$ cat config.mk
export PLATFORM = sky130hd
export DESIGN_NAME = fetch_unit
export DESIGN_NICKNAME = d
export VERILOG_FILES = /design/src/rtl/fetch_unit_pkg.sv /design/src/rtl/fetch_unit_out_reg.sv /design/src/rtl/fetch_unit.sv
export SDC_FILE = /design/constraint.sdc
export NUM_CORES = 1
export LEC_CHECK = 0
export CAP_MARGIN = 5
export CORE_MARGIN = 1
export CORE_UTILIZATION = 25
export CTS_CLUSTER_DIAMETER = 50
export DETAILED_ROUTE_END_ITERATION = 6
export DONT_BUFFER_PORTS = 1
export GPL_TIMING_DRIVEN = 0
export MAX_ROUTING_LAYER = met4
export PLACE_DENSITY_LB_ADDON = 0.3
export SYNTH_ARGS = -nofsm -noshare
export SYNTH_HDL_FRONTEND = slang
export SYNTH_HIERARCHICAL = 1
export SYNTH_SLANG_ARGS = --single-unit
$ cat constraint.sdc
create_clock -name clock -period 3 [get_ports clock]
set_clock_uncertainty 0.2 [all_clocks]
set_input_delay 0.6 -clock clock [delete_from_list [all_inputs] [get_ports clock]]
set_output_delay 0.6 -clock clock [all_outputs]
set_load 0.1 [all_outputs]
$ cat src/rtl/fetch_unit_pkg.sv
`default_nettype none
// ============================================================================
// Module   : fetch_unit_pkg
// Purpose  : Shared types and constants for the instruction fetch stage.
// Revision : 1.0 - initial release
// ============================================================================
package fetch_unit_pkg;

  // Default reset vector; any override must stay 4-byte aligned.
  localparam logic [31:0] RESET_VECTOR_DEFAULT = 32'h0000_0000;

  // Size of one instruction word in bytes (PC increment).
  localparam int INSTR_BYTES = 4;

  // Fetch sequencer states.
  typedef enum logic [1:0] {
    ST_ISSUE     = 2'd0,
    ST_WAIT_RESP = 2'd1,
    ST_DRAIN     = 2'd2,
    ST_FAULT     = 2'd3
  } fetch_state_t;

  // Word handed to decode.
  typedef logic [31:0] instr_packet_t;

  // A redirect target is legal only when it is word aligned.
  function automatic logic is_word_aligned(input logic [1:0] addr_lsbs);
    return (addr_lsbs == 2'b00);
  endfunction

endpackage
`default_nettype wire

$ cat src/rtl/fetch_unit_out_reg.sv
`default_nettype none
// ============================================================================
// Module   : fetch_unit_out_reg
// Purpose  : Holding register between fetch and decode (valid/instr/pc).
//            Flush beats load beats consume.
// Revision : 1.0 - initial release
// ============================================================================
module fetch_unit_out_reg
  import fetch_unit_pkg::*;
#(
  parameter int XLEN = 32
) (
  input  logic            clk,
  input  logic            rst,
  input  logic            i_load,
  input  instr_packet_t   i_instr,
  input  logic [XLEN-1:0] i_pc,
  input  logic            i_consume,
  input  logic            i_flush,
  output logic            o_valid,
  output instr_packet_t   o_instr,
  output logic [XLEN-1:0] o_pc
);

  logic            r_valid;
  instr_packet_t   r_instr;
  logic [XLEN-1:0] r_pc;

  // Capture a fetched word, drop it on flush, clear valid once decode takes it.
  always_ff @(posedge clk) begin
    if (rst) begin
      r_valid <= 1'b0;
      r_instr <= '0;
      r_pc    <= '0;
    end else if (i_flush) begin
      r_valid <= 1'b0;
    end else if (i_load) begin
      r_valid <= 1'b1;
      r_instr <= i_instr;
      r_pc    <= i_pc;
    end else if (i_consume) begin
      r_valid <= 1'b0;
    end
  end

  assign o_valid = r_valid;
  assign o_instr = r_instr;
  assign o_pc    = r_pc;

endmodule
`default_nettype wire

$ cat src/rtl/fetch_unit.sv
`default_nettype none
// ============================================================================
// Module   : fetch_unit
// Purpose  : Instruction fetch stage. Owns the PC, issues one instruction
//            memory request at a time, buffers the returned word for decode
//            and handles redirects, including misaligned-target faults.
// Revision : 1.0 - initial release
// ============================================================================
module fetch_unit
  import fetch_unit_pkg::*;
#(
  parameter int              XLEN         = 32,
  parameter logic [XLEN-1:0] RESET_VECTOR = XLEN'(RESET_VECTOR_DEFAULT)
) (
  input  logic            clock,
  input  logic            reset,
  input  logic            pc_input_sel,
  input  logic [XLEN-1:0] branch_target,
  output logic            imem_req_valid,
  output logic [XLEN-1:0] imem_req_addr,
  input  logic            imem_req_ready,
  input  logic            imem_resp_valid,
  input  logic [31:0]     imem_resp_data,
  output logic [31:0]     instr,
  output logic [XLEN-1:0] instr_pc,
  output logic            instr_valid,
  input  logic            decode_ready,
  output logic            fetch_fault,
  output logic [XLEN-1:0] fault_pc
);

  fetch_state_t    r_state;
  logic [XLEN-1:0] r_pc;
  logic            r_fault;
  logic [XLEN-1:0] r_fault_pc;

  logic            w_out_valid;
  instr_packet_t   w_out_instr;
  logic [XLEN-1:0] w_out_pc;
  logic            w_consume;
  logic            w_req_valid;
  logic            w_handshake;
  logic            w_redirect;
  logic            w_target_ok;
  logic            w_load;
  logic [XLEN-1:0] w_pc_inc;

  // A new request is allowed only when the holding register is free now or
  // frees this cycle; FAULT is terminal so redirects there are ignored.
  assign w_consume   = w_out_valid && decode_ready;
  assign w_req_valid = !reset && (r_state == ST_ISSUE) && (!w_out_valid || w_consume);
  assign w_handshake = w_req_valid && imem_req_ready;
  assign w_redirect  = pc_input_sel && (r_state != ST_FAULT);
  assign w_target_ok = is_word_aligned(branch_target[1:0]);
  assign w_load      = (r_state == ST_WAIT_RESP) && imem_resp_valid && !w_redirect;
  assign w_pc_inc    = r_pc + XLEN'(INSTR_BYTES);

  fetch_unit_out_reg #(
    .XLEN (XLEN)
  ) u_out_reg (
    .clk       (clock),
    .rst       (reset),
    .i_load    (w_load),
    .i_instr   (imem_resp_data),
    .i_pc      (r_pc),
    .i_consume (w_consume),
    .i_flush   (w_redirect),
    .o_valid   (w_out_valid),
    .o_instr   (w_out_instr),
    .o_pc      (w_out_pc)
  );

  // Fetch sequencer: PC update, request tracking, stale-response drain, fault.
  always_ff @(posedge clock) begin
    if (reset) begin
      r_state    <= ST_ISSUE;
      r_pc       <= RESET_VECTOR;
      r_fault    <= 1'b0;
      r_fault_pc <= '0;
    end else if (w_redirect) begin
      r_pc <= branch_target;
      if (!w_target_ok) begin
        r_fault    <= 1'b1;
        r_fault_pc <= branch_target;
        r_state    <= ST_FAULT;
      end else begin
        case (r_state)
          // A request accepted this very cycle still owes a response.
          ST_ISSUE:     r_state <= w_handshake ? ST_DRAIN : ST_ISSUE;
          // A response landing with the redirect is simply dropped.
          ST_WAIT_RESP: r_state <= imem_resp_valid ? ST_ISSUE : ST_DRAIN;
          ST_DRAIN:     r_state <= imem_resp_valid ? ST_ISSUE : ST_DRAIN;
          default:      r_state <= r_state;
        endcase
      end
    end else begin
      case (r_state)
        ST_ISSUE: begin
          if (w_handshake) r_state <= ST_WAIT_RESP;
        end
        ST_WAIT_RESP: begin
          if (imem_resp_valid) begin
            r_pc    <= w_pc_inc;
            r_state <= ST_ISSUE;
          end
        end
        ST_DRAIN: begin
          if (imem_resp_valid) r_state <= ST_ISSUE;
        end
        default: r_state <= r_state;
      endcase
    end
  end

  assign imem_req_valid = w_req_valid;
  assign imem_req_addr  = r_pc;
  assign instr          = w_out_instr;
  assign instr_pc       = w_out_pc;
  assign instr_valid    = w_out_valid;
  assign fetch_fault    = r_fault;
  assign fault_pc       = r_fault_pc;

endmodule
`default_nettype wire

==> impl_metrics.json, run 1 <==
{
  "outcome": "finished, final reports clean",
  "syn_to_final_growth_pct": 16.3,
  "max_stage_delay_ns": 0.60,
  "core-area_um2": 24600,
  "place_area_um2": 6740,
  "place_congestion": 0.745,
  "cts_buffer_depth": 2,
  "slew_headroom": 0.126,
  "net-switching-power_mw": 1.69,
  "final_area_um2": 7370,
  "cp_common_cell": "clkbuf_1",
  "synthesis.area_um2": 6340,
  "postSynthCellCount": 674,
  "via_per_inst": 4.74,
  "clock-root-buffer": "clkbuf_16",
  "fin_worst_hold_slack_ns": 0.104,
  "r2r.worst_path.cells": 5,
  "grt_max_degree": 17,
  "vias": 4881,
  "ant_nets": 0,
  "start_util": 0.258,
  "cp_max_fo": 10,
  "tightest_slew_ns": 1.31,
  "intPower_mw": 3.31,
  "antenna_cells": 0,
  "totalWireLength_mm": 20.0,
  "yosysTopAreaCellShare": 0.417,
  "cp.depth": 4,
  "grt_setup_unrepaired": "no",
  "drt_iter0_drc": 328,
  "worst_setup_path_end_kind": "output port",
  "pwr-share-seq": 0.496,
  "ys_async_sr_fraction": 0,
  "cp.arrival_ns": 2.08,
  "final_util": 0.300,
  "finalHoldViolCount": 0,
  "cts_made_buffers": 17,
  "cts_resized": 11,
  "r2r-end": "imem_req_addr[31]",
  "synth_area_leaders": "dfxtp_1 (42%), nand4bb_1 (11%), o21ai_2 (8.3%)",
  "dieArea_um2": 26000,
  "grt_usage": 0.160,
  "drcViolationCount": 0,
  "drv_slew": 0,
  "nNetsFinal": 767,
  "post-cts-setup-buffer-count": 0,
  "routedWlPerCell_um": 19.4,
  "synthDistinctLibCells": 44,
  "overflow": 0,
  "pwr-share-comb": 0.075,
  "avgSynthCellArea_um2": 9.40,
  "vdd_drop_max_v": 0.000265,
  "reg2reg_slack_ns": 0.14,
  "setup_tns_ns": 0,
  "rows": 57,
  "power.density_nw_per_um2": 680,
  "critPathRequiredTime_ns": 2.20,
  "cts_sinks": 132,
  "grt_pass1_vias": 4944,
  "yosysWarnings": 6,
  "power_mw": 5.01,
  "ys_ff_latch": 132,
  "min_period_over_period": 0.959,
  "fmaxAchievable_mhz": 348,
  "synth_ff_type": "dfxtp_1",
  "io_buffers": 0,
  "p_leak_nw": 2.49,
  "insertion_delay_ns": 0.43,
  "critPathKind": "in2out",
  "yosysMostFrequentCell": "dfxtp_1",
  "chipHeight_um": 161,
  "crit_chain": "buf_4 -> clkbuf_1 -> clkbuf_1 -> nor2_4",
  "hold-path-endpoint": "fault_pc[11]",
  "reg2reg_from": "imem_req_addr[15]",
  "fp.dieW_um": 161,
  "path_clk_slew_ns": 0.07,
  "cts_tree": "done",
  "max_cap_viol_count": 0,
  "pin_count": 201,
  "synth_top_area_cell": "dfxtp_1",
  "synthTopCellsByCount": "dfxtp_1 (132), nand2_1 (81), nand2b_1 (69), nand4bb_1 (64), o21ai_2 (60)",
  "cts_hold_buffers": 0,
  "synth_edf_count": 0,
  "path_delay_family": "buffers and inverters",
  "layout-drive-gt1-share": 0.220,
  "hp-class": "in2reg",
  "htreeDepth": 4,
  "syn_nets": 748,
  "grt_pass1_wl_mm": 30.2,
  "crit_slowest_cell": "clkbuf_1",
  "antenna_found_initial": 0,
  "first_pass_iters": 4,
  "min_delay_path_depth": 2,
  "yosysSeqAreaShare": 0.417,
  "setup_viol": 0,
  "p_clk_frac": 0.429,
  "start_kind": "input pin",
  "hold_start": "branch_target[11]",
  "layout_min_cycle_time_ns": 2.88,
  "hpwl_mm": 15.2,
  "switching_share": 0.338,
  "path_buf_inv": 3
}
## layer usage
layer	GRT usage	up-vias	share of wire
met1	0.199	2285	0.46
met2	0.243	155	0.45
met5	-	-	0
li1	-	2426	-
met4	0.0446	0	0.0095
met3	0.0557	15	0.080
## flip-flops by register name, summed over array words and instances (netlist names)
name	count
fetch_fault	1
u_out_reg/o_valid	1
r_state	2
fault_pc	32
u_out_reg/o_pc	32
u_out_reg/o_instr	32
imem_req_addr	32
## power by group through the flow
stage	sequential (mW)	clock [mW]	combinational [mW]
2_1_floorplan	2.46	0	0.297
3_3_place_gp	2.52	0	0.380
3_5_place_dp	2.52	0	0.382
4_1_cts	2.49	2.21	0.384
5_1_grt	2.50	2.29	0.420
6_report	2.48	2.15	0.378
## area by class of cell
cell class | count | area [um^2]
buffer | 58 | 385
sequential | 132 | 2660
inverter | 7 | 26.3
multi-input combinational | 477 | 3290
clock buffer | 18 | 439
clock inverter | 14 | 161
fill | 2648 | 17200
tap | 324 | 405
## metrics by stage
| step | worst slack, ns | std cells |
|---|---|---|
| 4_1_cts | 0.00621 | 1030 |
| 3_5_place_dp | -0.167 | 998 |
| 5_1_grt | 0.0168 | 1030 |
| 2_1_floorplan | 0.231 | 674 |
| 3_3_place_gp | -0.188 | 998 |
| 6_report | 0.124 | 1030 |
## placed cells by master, fill, tap and decap left out, types with 4 or more instances in the layout
cell type	Yosys	routed
a211oi_1	23	23
a21oi_1	36	36
a311oi_1	4	4
and4_1	4	4
buf_12	6	6
buf_2	19	19
buf_4	5	5
clkbuf_1	22	22
clkbuf_16	0	17
clkinv_2	0	6
dfxtp_1	132	116
dfxtp_2	0	16
ha_1	4	4
inv_1	7	7
nand2_1	81	81
nand2b_1	69	69
nand3_1	9	9
nand4_1	7	7
nand4bb_1	64	64
nor2_1	42	41
nor3_1	6	6
nor4_1	5	5
o21ai_0	6	6
o21ai_1	4	4
o21ai_2	60	60
xnor2_1	20	20
xor2_1	6	6
## kinds of logic after synthesis
family,count (synthesis),share of synthesized area
AOI/OAI and AO/OA,139,0.160
xor gates and xnor gates,26,0.0359
adders and majority gates,4,0.00790
buffers and inverters,65,0.0650
DFF,132,0.417
and+or+nand+nor,308,0.314
## worst max path at each step
stage	end	start	slack, ns
5_1_grt	imem_req_valid	reset	0.02
4_1_cts	imem_req_addr[31]	imem_req_addr[11]	0.006
3_5_place_dp	imem_req_valid	reset	-0.17
2_1_floorplan	imem_req_addr[26]	imem_req_addr[2]	0.23
3_3_place_gp	imem_req_valid	reset	-0.19
6_report	imem_req_valid	reset	0.12
Note: power is estimated with default switching activity, not from simulation.
==> inputs of run 2 (changes only) <==
--- a/config.mk
+++ b/config.mk
@@ -5,6 +5,7 @@
 export SDC_FILE = /design/constraint.sdc
 export NUM_CORES = 1
 export LEC_CHECK = 0
+export ABC_AREA = 0
 export CAP_MARGIN = 5
 export CORE_MARGIN = 1
 export CORE_UTILIZATION = 25
==> results of run 2 <==
Same layout as run 1: the final DEF is identical, and so are final timing and power.
==> inputs of run 3 (changes only) <==
--- a/config.mk
+++ b/config.mk
@@ -9,7 +9,7 @@
 export CAP_MARGIN = 5
 export CORE_MARGIN = 1
 export CORE_UTILIZATION = 25
-export CTS_CLUSTER_DIAMETER = 50
+export CTS_CLUSTER_DIAMETER = 150
 export DETAILED_ROUTE_END_ITERATION = 6
 export DONT_BUFFER_PORTS = 1
 export GPL_TIMING_DRIVEN = 0
==> constraint.sdc (replaced) <==
create_clock -name clock -period 2.9 [get_ports clock]
set_clock_uncertainty 0.2 [all_clocks]
set_input_delay 0.58 -clock clock [delete_from_list [all_inputs] [get_ports clock]]
set_output_delay 0.58 -clock clock [all_outputs]
set_load 0.1 [all_outputs]
==> run 3 against run 2 <==
Flip-flop and latch count unchanged. Hold slack worse by 0.019 ns. Clock power rose by 3%. Core utilization hardly changed.
==> impl_metrics.json, run 3 (same netlist as run 1, synthesis figures left out) <==
{
  "outcome": "finished, final reports clean",
  "cp.arrival_ns": 2.92,
  "htreeDepth": 4,
  "hp-class": "in2reg",
  "chipHeight_um": 161,
  "crit_chain": "nand4_1 -> or3_2 -> nor4_1 -> xnor2_1 -> o21ai_0",
  "io_buffers": 0,
  "grt_pass1_vias": 4943,
  "drv_slew": 0,
  "min_period_over_period": 0.971,
  "pwr-share-seq": 0.496,
  "cts_tree": "done",
  "net-switching-power_mw": 1.75,
  "core-area_um2": 24600,
  "power_mw": 5.18,
  "max_stage_delay_ns": 1.11,
  "setup_viol": 0,
  "totalWireLength_mm": 20.0,
  "fmaxAchievable_mhz": 355,
  "path_clk_slew_ns": 0.06,
  "hpwl_mm": 15.2,
  "path_delay_family": "simple AND/OR/NAND/NOR gates",
  "insertion_delay_ns": 0.43,
  "finalHoldViolCount": 0,
  "post-cts-setup-buffer-count": 0,
  "crit_slowest_cell": "dfxtp_1",
  "rows": 57,
  "ant_nets": 0,
  "fp.dieW_um": 161,
  "syn_to_final_growth_pct": 16.4,
  "power.density_nw_per_um2": 702,
  "routedWlPerCell_um": 19.4,
  "first_pass_iters": 4,
  "grt_setup_unrepaired": "no",
  "vias": 4897,
  "cts_buffer_depth": 2,
  "path_buf_inv": 0,
  "slew_headroom": 0.143,
  "max_cap_viol_count": 0,
  "cts_sinks": 132,
  "start_util": 0.258,
  "critPathRequiredTime_ns": 3.01,
  "grt_pass1_wl_mm": 30.2,
  "p_leak_nw": 2.49,
  "pin_count": 201,
  "worst_setup_path_end_kind": "flip-flop",
  "via_per_inst": 4.75,
  "pwr-share-comb": 0.075,
  "nNetsFinal": 767,
  "cp_max_fo": 5,
  "layout-drive-gt1-share": 0.228,
  "critPathKind": "reg2reg",
  "setup_slack_ns": 0.0839,
  "antenna_found_initial": 0,
  "drt_iter0_drc": 306,
  "layout_commonest_cell": "dfxtp_1",
  "antenna_cells": 0,
  "dp_slack_ns": -0.227,
  "clock-root-buffer": "clkbuf_16",
  "vdd_drop_max_v": 0.000274,
  "grt_max_degree": 17,
  "drcViolationCount": 0,
  "place_congestion": 0.745,
  "cts_made_buffers": 17,
  "overflow": 0,
  "layout_common_cells": "dfxtp_1 (111), nand2_1 (81), nand2b_1 (69)",
  "tightest_slew_ns": 1.28,
  "dieArea_um2": 26000,
  "grt_usage": 0.160,
  "setup_tns_ns": 0,
  "start_kind": "flip-flop",
  "switching_share": 0.338,
  "intPower_mw": 3.43,
  "p_clk_frac": 0.429,
  "layout_min_cycle_time_ns": 2.82
}
-- run 3: changes by cell type in the layout (fill, tap and decap cells not counted) --
cell / delta
dfxtp_1: -5
clkbuf_2: +1
dfxtp_2: +5
clkbuf_1: -1
-- run 3: cell type report --
type	instances	area, um^2
Buffer	58	387
Clock buffer	18	439
Clock inverter	14	161
Fill cell	2645	17200
Inverter	7	26.3
Multi-Input combinational cell	477	3290
Sequential cell	132	2670
Tap cell	324	405
-- run 3: through the flow --
stage / cell area [um^2] / hold WS [ns] / utilization / cells
6_report: 7380 / 0.0854 / 0.300 / 1030
5_1_grt: 7380 / 0.0667 / 0.300 / 1030
4_1_cts: 7370 / 0.0657 / 0.300 / 1030
3_5_place_dp: 6740 / 0.338 / 0.274 / 998
3_3_place_gp: 6740 / 0.331 / 0.274 / 998
2_1_floorplan: 6340 / 0.289 / - / 674
-- run 3: worst paths after layout --
check	cells after the start	endpoint	start	slack [ns]
worst max register to register	5	imem_req_addr[31]	imem_req_addr[16]	0.08
worst min-delay path	2	fault_pc[29]	branch_target[29]	0.09
worst min register to register	2	r_state[1]	r_state[1]	0.35
worst max-delay path	5	imem_req_addr[31]	imem_req_addr[16]	0.08
-- run 3: per-layer routing --
metal  part of all wire  global-route usage
met5                  0                   -
met4             0.0095              0.0446
met3              0.083              0.0557
met2               0.45               0.243
met1               0.46               0.199
-- run 3: what timing repair did --
| item | 4_1_cts | 5_1_grt |
|---|---|---|
| resized for setup | 18 | 6 |
| hold buffers | 0 | 0 |
| pin swaps | 1 | 0 |
| setup endpoints to repair | 18 | 6 |
-- run 3: power groups by stage --
stage	combinational (mW)	sequential, mW	clock, mW
2_1_floorplan	0.307	2.55	0
3_3_place_gp	0.393	2.61	0
3_5_place_dp	0.395	2.61	0
4_1_cts	0.398	2.57	2.28
5_1_grt	0.435	2.58	2.37
6_report	0.391	2.57	2.22
==> variant 1 (flow settings as in run 1) <==
`XLEN` is set to 32 in 2 places; all go to 24.
--- a/src/rtl/fetch_unit_out_reg.sv
+++ b/src/rtl/fetch_unit_out_reg.sv
@@ -10,3 +10,3 @@
 #(
-  parameter int XLEN = 32
+  parameter int XLEN = 24
 ) (
--- a/src/rtl/fetch_unit.sv
+++ b/src/rtl/fetch_unit.sv
@@ -11,3 +11,3 @@
 #(
-  parameter int              XLEN         = 32,
+  parameter int              XLEN         = 24,
   parameter logic [XLEN-1:0] RESET_VECTOR = XLEN'(RESET_VECTOR_DEFAULT)
Interface: changed (resized branch_target, fault_pc, imem_req_addr and instr_pc); port bits go from 201 to 169. No check against the original RTL was run, so the function may have changed too.
==> variant 1 against run 1 <==
Non-clock buffer count down 9; via count fell by 13%; sequential power decreased by 18%; design area is 22% lower; wire length is 20% lower; total power is 27% lower; sequential cell count shrank 24; setup slack better by 0.038 ns; combinational power decreased by 8.5%; synthesized cell count shrank 16%; synthesized area is 20% lower; first-iteration DRC count shrank 28%; clock power shrank 41%.
==> variant 1: results (changes against run 1) <==
- Worst EP arrival: 2.89 ns (was 2.08 ns)
- Clkbuf count: 10 (was 18)
- Largest net degree at the start of global routing: 19 (was 17)
- Bufs w/o clock: 49 (was 58)
- Leakage: 1.97 nW (was 2.49 nW)
- Worst Hold Launch: branch_target[4] (was branch_target[11])
- DR vias/cell: 4.99 (was 4.74)
- Multi-input gate area: 2650 sq um (was 3290 sq um)
- Fraction of area in registers: 37.4% (was 36.1%)
- Netlist cell types: 50 (was 44)
- Clk_lat worst skew: 0.36 ns (was 0.43 ns)
- Worst reg2reg setup slack: 0.16 ns (was 0.14 ns)
- Crit Path Max Fanout: 8 (was 10)
- Run status: complete, no violations (unchanged)
- Vias in the first global route: 4186 (was 4944)
- Gpl congestion: 0.854 (was 0.745)
- Cts bufs inserted: 9 (was 17)
- Wire per inst: 18.9 microns (was 19.4 microns)
- Data buffer area share: 5.13% (was 5.23%)
- RR Startpoint: imem_req_addr[6] (was imem_req_addr[15])
- Routed WL: 16000 microns (was 20000 microns)
- Clk cell area share: 5.37% (was 8.15%)
- Fillers: 2069 (was 2648)
- R2R depth: 4 (was 5)
- Post-synthesis instance total: 565 (was 674)
- Signal inverters: 9 (was 7)
- # clock sinks: 108 (was 132)
- Fin area: 5780 sq um (was 7370 sq um)
- Synth cell count leaders: dfxtp_1 (108), nand2_1 (62), nand2b_1 (61), nand4bb_1 (56), o21ai_1 (51) (was dfxtp_1 (132), nand2_1 (81), nand2b_1 (69), nand4bb_1 (64), o21ai_2 (60))
- Post-synthesis sequential area ratio: 42.4% (was 41.7%)
- Synth top area cells: dfxtp_1 (42%), nand4bb_1 (12%), nand2b_1 (7.5%) (was dfxtp_1 (42%), nand4bb_1 (11%), o21ai_2 (8.3%))
- Multi-input gates: 401 (was 477)
- Placement Cell Area: 5470 sq um (was 6740 sq um)
- Worst Hold End: fault_pc[4] (was fault_pc[11])
- Total track usage: 15.5% (was 16.0%)
- IR drop worst, VDD: 0.321 mV (was 0.265 mV)
- CP max stage delay: 1.14 ns (was 0.60 ns)
- Post-layout net count: 644 (was 767)
- Slowest library cell on the worst path: dfxtp_1 (was clkbuf_1)
[variant 1: worst reg2reg max path, stage by stage, from the launching register on]
cell	delay, ns
dfxtp_1	1.14
nand4_4	0.35
nor4_4	0.72
mux2i_1	0.26
nand2_1	0.07
[variant 1: worst max path at each step]
stage | from | to | slack (ns) | cells past startpoint
3_5_place_dp | r_state[0] | u_out_reg/o_instr[6] | 0.13 | 9
2_1_floorplan | u_out_reg/o_valid | imem_req_valid | 0.01 | 2
3_3_place_gp | u_out_reg/o_valid | imem_req_valid | -0.17 | 2
6_report | imem_req_addr[6] | imem_req_addr[17] | 0.16 | 4
5_1_grt | imem_req_addr[6] | imem_req_addr[15] | 0.04 | 4
4_1_cts | r_state[0] | u_out_reg/o_instr[1] | 0.10 | 9
[variant 1: timing repair]
item                       in CTS  in global routing
setup buffers                   0                  0
resized for setup               1                  2
setup endpoints to repair       1                 41
[variant 1: logic make-up (layout without fill, tap and decap cells)]
logic type	count (synthesis)	in the layout	share of synthesized area, %
xor+xnor	11	11	1.89
simple gates	269	269	35.5
mux	3	3	0.590
flops	108	108	42.4
buf+inv	56	74	5.85
compound gates	114	114	12.8
fa+ha+maj	4	4	0.983
[variant 1: layer usage]
| layer | track usage [%] | wire length, microns | vias to the layer above |
|---|---|---|---|
| met5 | - | 0 | - |
| met4 | 4.99 | 174 | 0 |
| met3 | 6.19 | 1960 | 21 |
| met2 | 25.3 | 7330 | 192 |
| met1 | 17.2 | 6540 | 1988 |
| li1 | - | - | 2029 |
[variant 1: power breakdown]
group	internal [mW]	switching (mW)
sequential	1.50	0.534
combinational	0.151	0.195
clock	0.680	0.581
==> variant 2 (flow settings as in run 1) <==
Made on the original files. Encoding of `fetch_state_t`: now one-hot (4 bits for 4 states).
--- a/src/rtl/fetch_unit_pkg.sv
+++ b/src/rtl/fetch_unit_pkg.sv
@@ -15,7 +15,7 @@
   // Fetch sequencer states.
-  typedef enum logic [1:0] {
-    ST_ISSUE     = 2'd0,
-    ST_WAIT_RESP = 2'd1,
-    ST_DRAIN     = 2'd2,
-    ST_FAULT     = 2'd3
+  typedef enum logic [3:0] {
+    ST_ISSUE     = 4'b0001,
+    ST_WAIT_RESP = 4'b0010,
+    ST_DRAIN     = 4'b0100,
+    ST_FAULT     = 4'b1000
   } fetch_state_t;
Check against the original RTL: same outputs for any inputs over 4 cycles, from zero or initial values and one cycle with reset high; so few cycles prove little.
==> variant 2 against run 1 <==
Wire length is 10% higher; synthesized area grew 3.0%; global-route usage increased by 0.98 points; sequential cell count grew 2; register-to-register slack gained 0.02 ns; design area grew 2.1%; setup slack better by 0.032 ns; total power is 1.3% higher; critical path depth fell by 2.
==> variant 2: results (changes against run 1) <==
- Ys Warns: 6 (unchanged)
- Slew margin rel.: 17.0% (was 12.6%)
- Run status: complete, no violations (unchanged)
- Post-synthesis sequential area ratio: 41.1% (was 41.7%)
- Netlist cell types: 63 (was 44)
- Total track usage: 17.0% (was 16.0%)
- Gpl congestion: 0.861 (was 0.745)
- Pre-CTS setup slack: -0.221 ns (was -0.167 ns)
- CP max stage delay: 0.62 ns (was 0.60 ns)
- Drt pass-1 iters: 5 (was 4)
- Clk buf depth: 2 (unchanged)
- R2R depth: 5 (unchanged)
- H-tree depth: 4 (unchanged)
- Ys async rst share: 0% (unchanged)
- Cts bufs inserted: 17 (unchanged)
- Avg Inst Size Synth: 9.46 sq um (was 9.40 sq um)
- Port Buf Inserts: 0 (unchanged)
- Largest net degree at the start of global routing: 17 (unchanged)
- DR vias/cell: 4.97 (was 4.74)
- Switching part of the total: 36.4% (was 33.8%)
- CTS Root Cell: clkbuf_16 (unchanged)
- Leakage: 2.54 nW (was 2.49 nW)
- First DRT Iteration DRCs: 440 (was 328)
- DP Wirelength: 16500 microns (was 15200 microns)
- Initial antenna violation count: 1 (was 0)
- Worst EP arrival: 2.04 ns (was 2.08 ns)
- Fillers: 2684 (was 2648)
- Worst-path clk slew: 0.07 ns (about the same)
- Synth top area cells: dfxtp_1 (41%), nand4bb_1 (11%), o21ai_2 (8.2%) (was dfxtp_1 (42%), nand4bb_1 (11%), o21ai_2 (8.3%))
- Synth cell count leaders: dfxtp_1 (134), nand2_1 (85), nand2b_1 (65), nand4bb_1 (64), o21ai_2 (61) (was dfxtp_1 (132), nand2_1 (81), nand2b_1 (69), nand4bb_1 (64), o21ai_2 (60))
- Slowest library cell on the worst path: nor4b_1 (was clkbuf_1)
- Net Count, Synth: 761 (was 748)
- Clk_lat worst skew: 0.42 ns
- First-pass GRT wire length: 32600 microns (was 30200 microns)
- Post-synth top flop: dfxtp_1 (unchanged)
- Hold Crit Depth: 2 (unchanged)
- Via count: 5234 (was 4881)
- Crit Path Max Fanout: 6 (was 10)
- Post-layout net count: 780 (was 767)
- Layout cell share with drive strength beyond 1: 23.5% (was 22.0%)
- Worst min path class: input port to flop (unchanged)
- Placed insts: 1020 (was 998)
- Wire per inst: 20.9 microns (was 19.4 microns)
- IR drop worst, VDD: 0.294 mV (was 0.265 mV)
[variant 2: kinds of logic after synthesis]
| group | Yosys count | synth area share [%] |
|---|---|---|
| AND/OR/NAND/NOR | 311 | 31.2 |
| adder cells (fa/ha/maj) | 1 | 0.192 |
| AO/OA/AOI/OAI | 158 | 18.1 |
| buffers and inverters | 63 | 6.27 |
| multiplexers | 1 | 0.173 |
| XOR/XNOR | 22 | 2.95 |
| flip-flops | 134 | 41.1 |
[variant 2: worst max-delay path: cells and delay by family (launching register included)]
kind	cells	cell delay (ns)
simple gates	2	1.15
flops	1	0.46
[variant 2: cell type report]
class	count	area share (%)
flip-flops and latches	134	36.0
well taps	330	5.49
clock buffers	18	5.70
diodes	1	0.0332
plain buffers	57	5.10
inverters	6	0.332
multi-input cells	493	45.7
clock inverters	14	1.70
[variant 2: power groups by stage]
stage	Combinational, mW	Sequential, mW	Clock (mW)
detailed placement	0.501	2.58	0
global route	0.548	2.55	2.17
finish	0.501	2.54	2.03
CTS	0.503	2.54	2.10
global placement	0.500	2.58	0
floorplan	0.389	2.52	0
[variant 2: final timing paths]
check | from | end | slack (ns)
max | r_state[0] | imem_req_valid | 0.16
min | branch_target[10] | imem_req_addr[10] | 0.09
max reg2reg | imem_req_addr[24] | imem_req_addr[31] | 0.16
min reg2reg | r_state[0] | r_state[0] | 0.35
[variant 2: metal layers]
layer | vias to the layer above | track usage, % | part of all wire (%) | routed length [microns]
met5 | - | - | 0 | 0
met1 | 2495 | 20.4 | 43 | 9570
met4 | 0 | 5.26 | 1.5 | 330
li1 | 2527 | - | - | -
met3 | 19 | 6.17 | 9.7 | 2140
met2 | 193 | 26.2 | 45 | 10000
[variant 2: what timing repair did]
item,in CTS,in global routing
setup endpoints to repair,7,5
setup buffers,0,0
hold buffers,0,0
resized for setup,19,3
pin swaps,0,0
[variant 2: through the flow]
step                      area, sq um  total power, mW  util (%)
final                            7530             5.07      29.6
after global routing             7530             5.27      29.6
after CTS                        7520             5.14      29.6
after detailed placement         6940             3.08      27.3
after global placement           6940             3.08      27.3
after floorplan                  6530             2.91         -
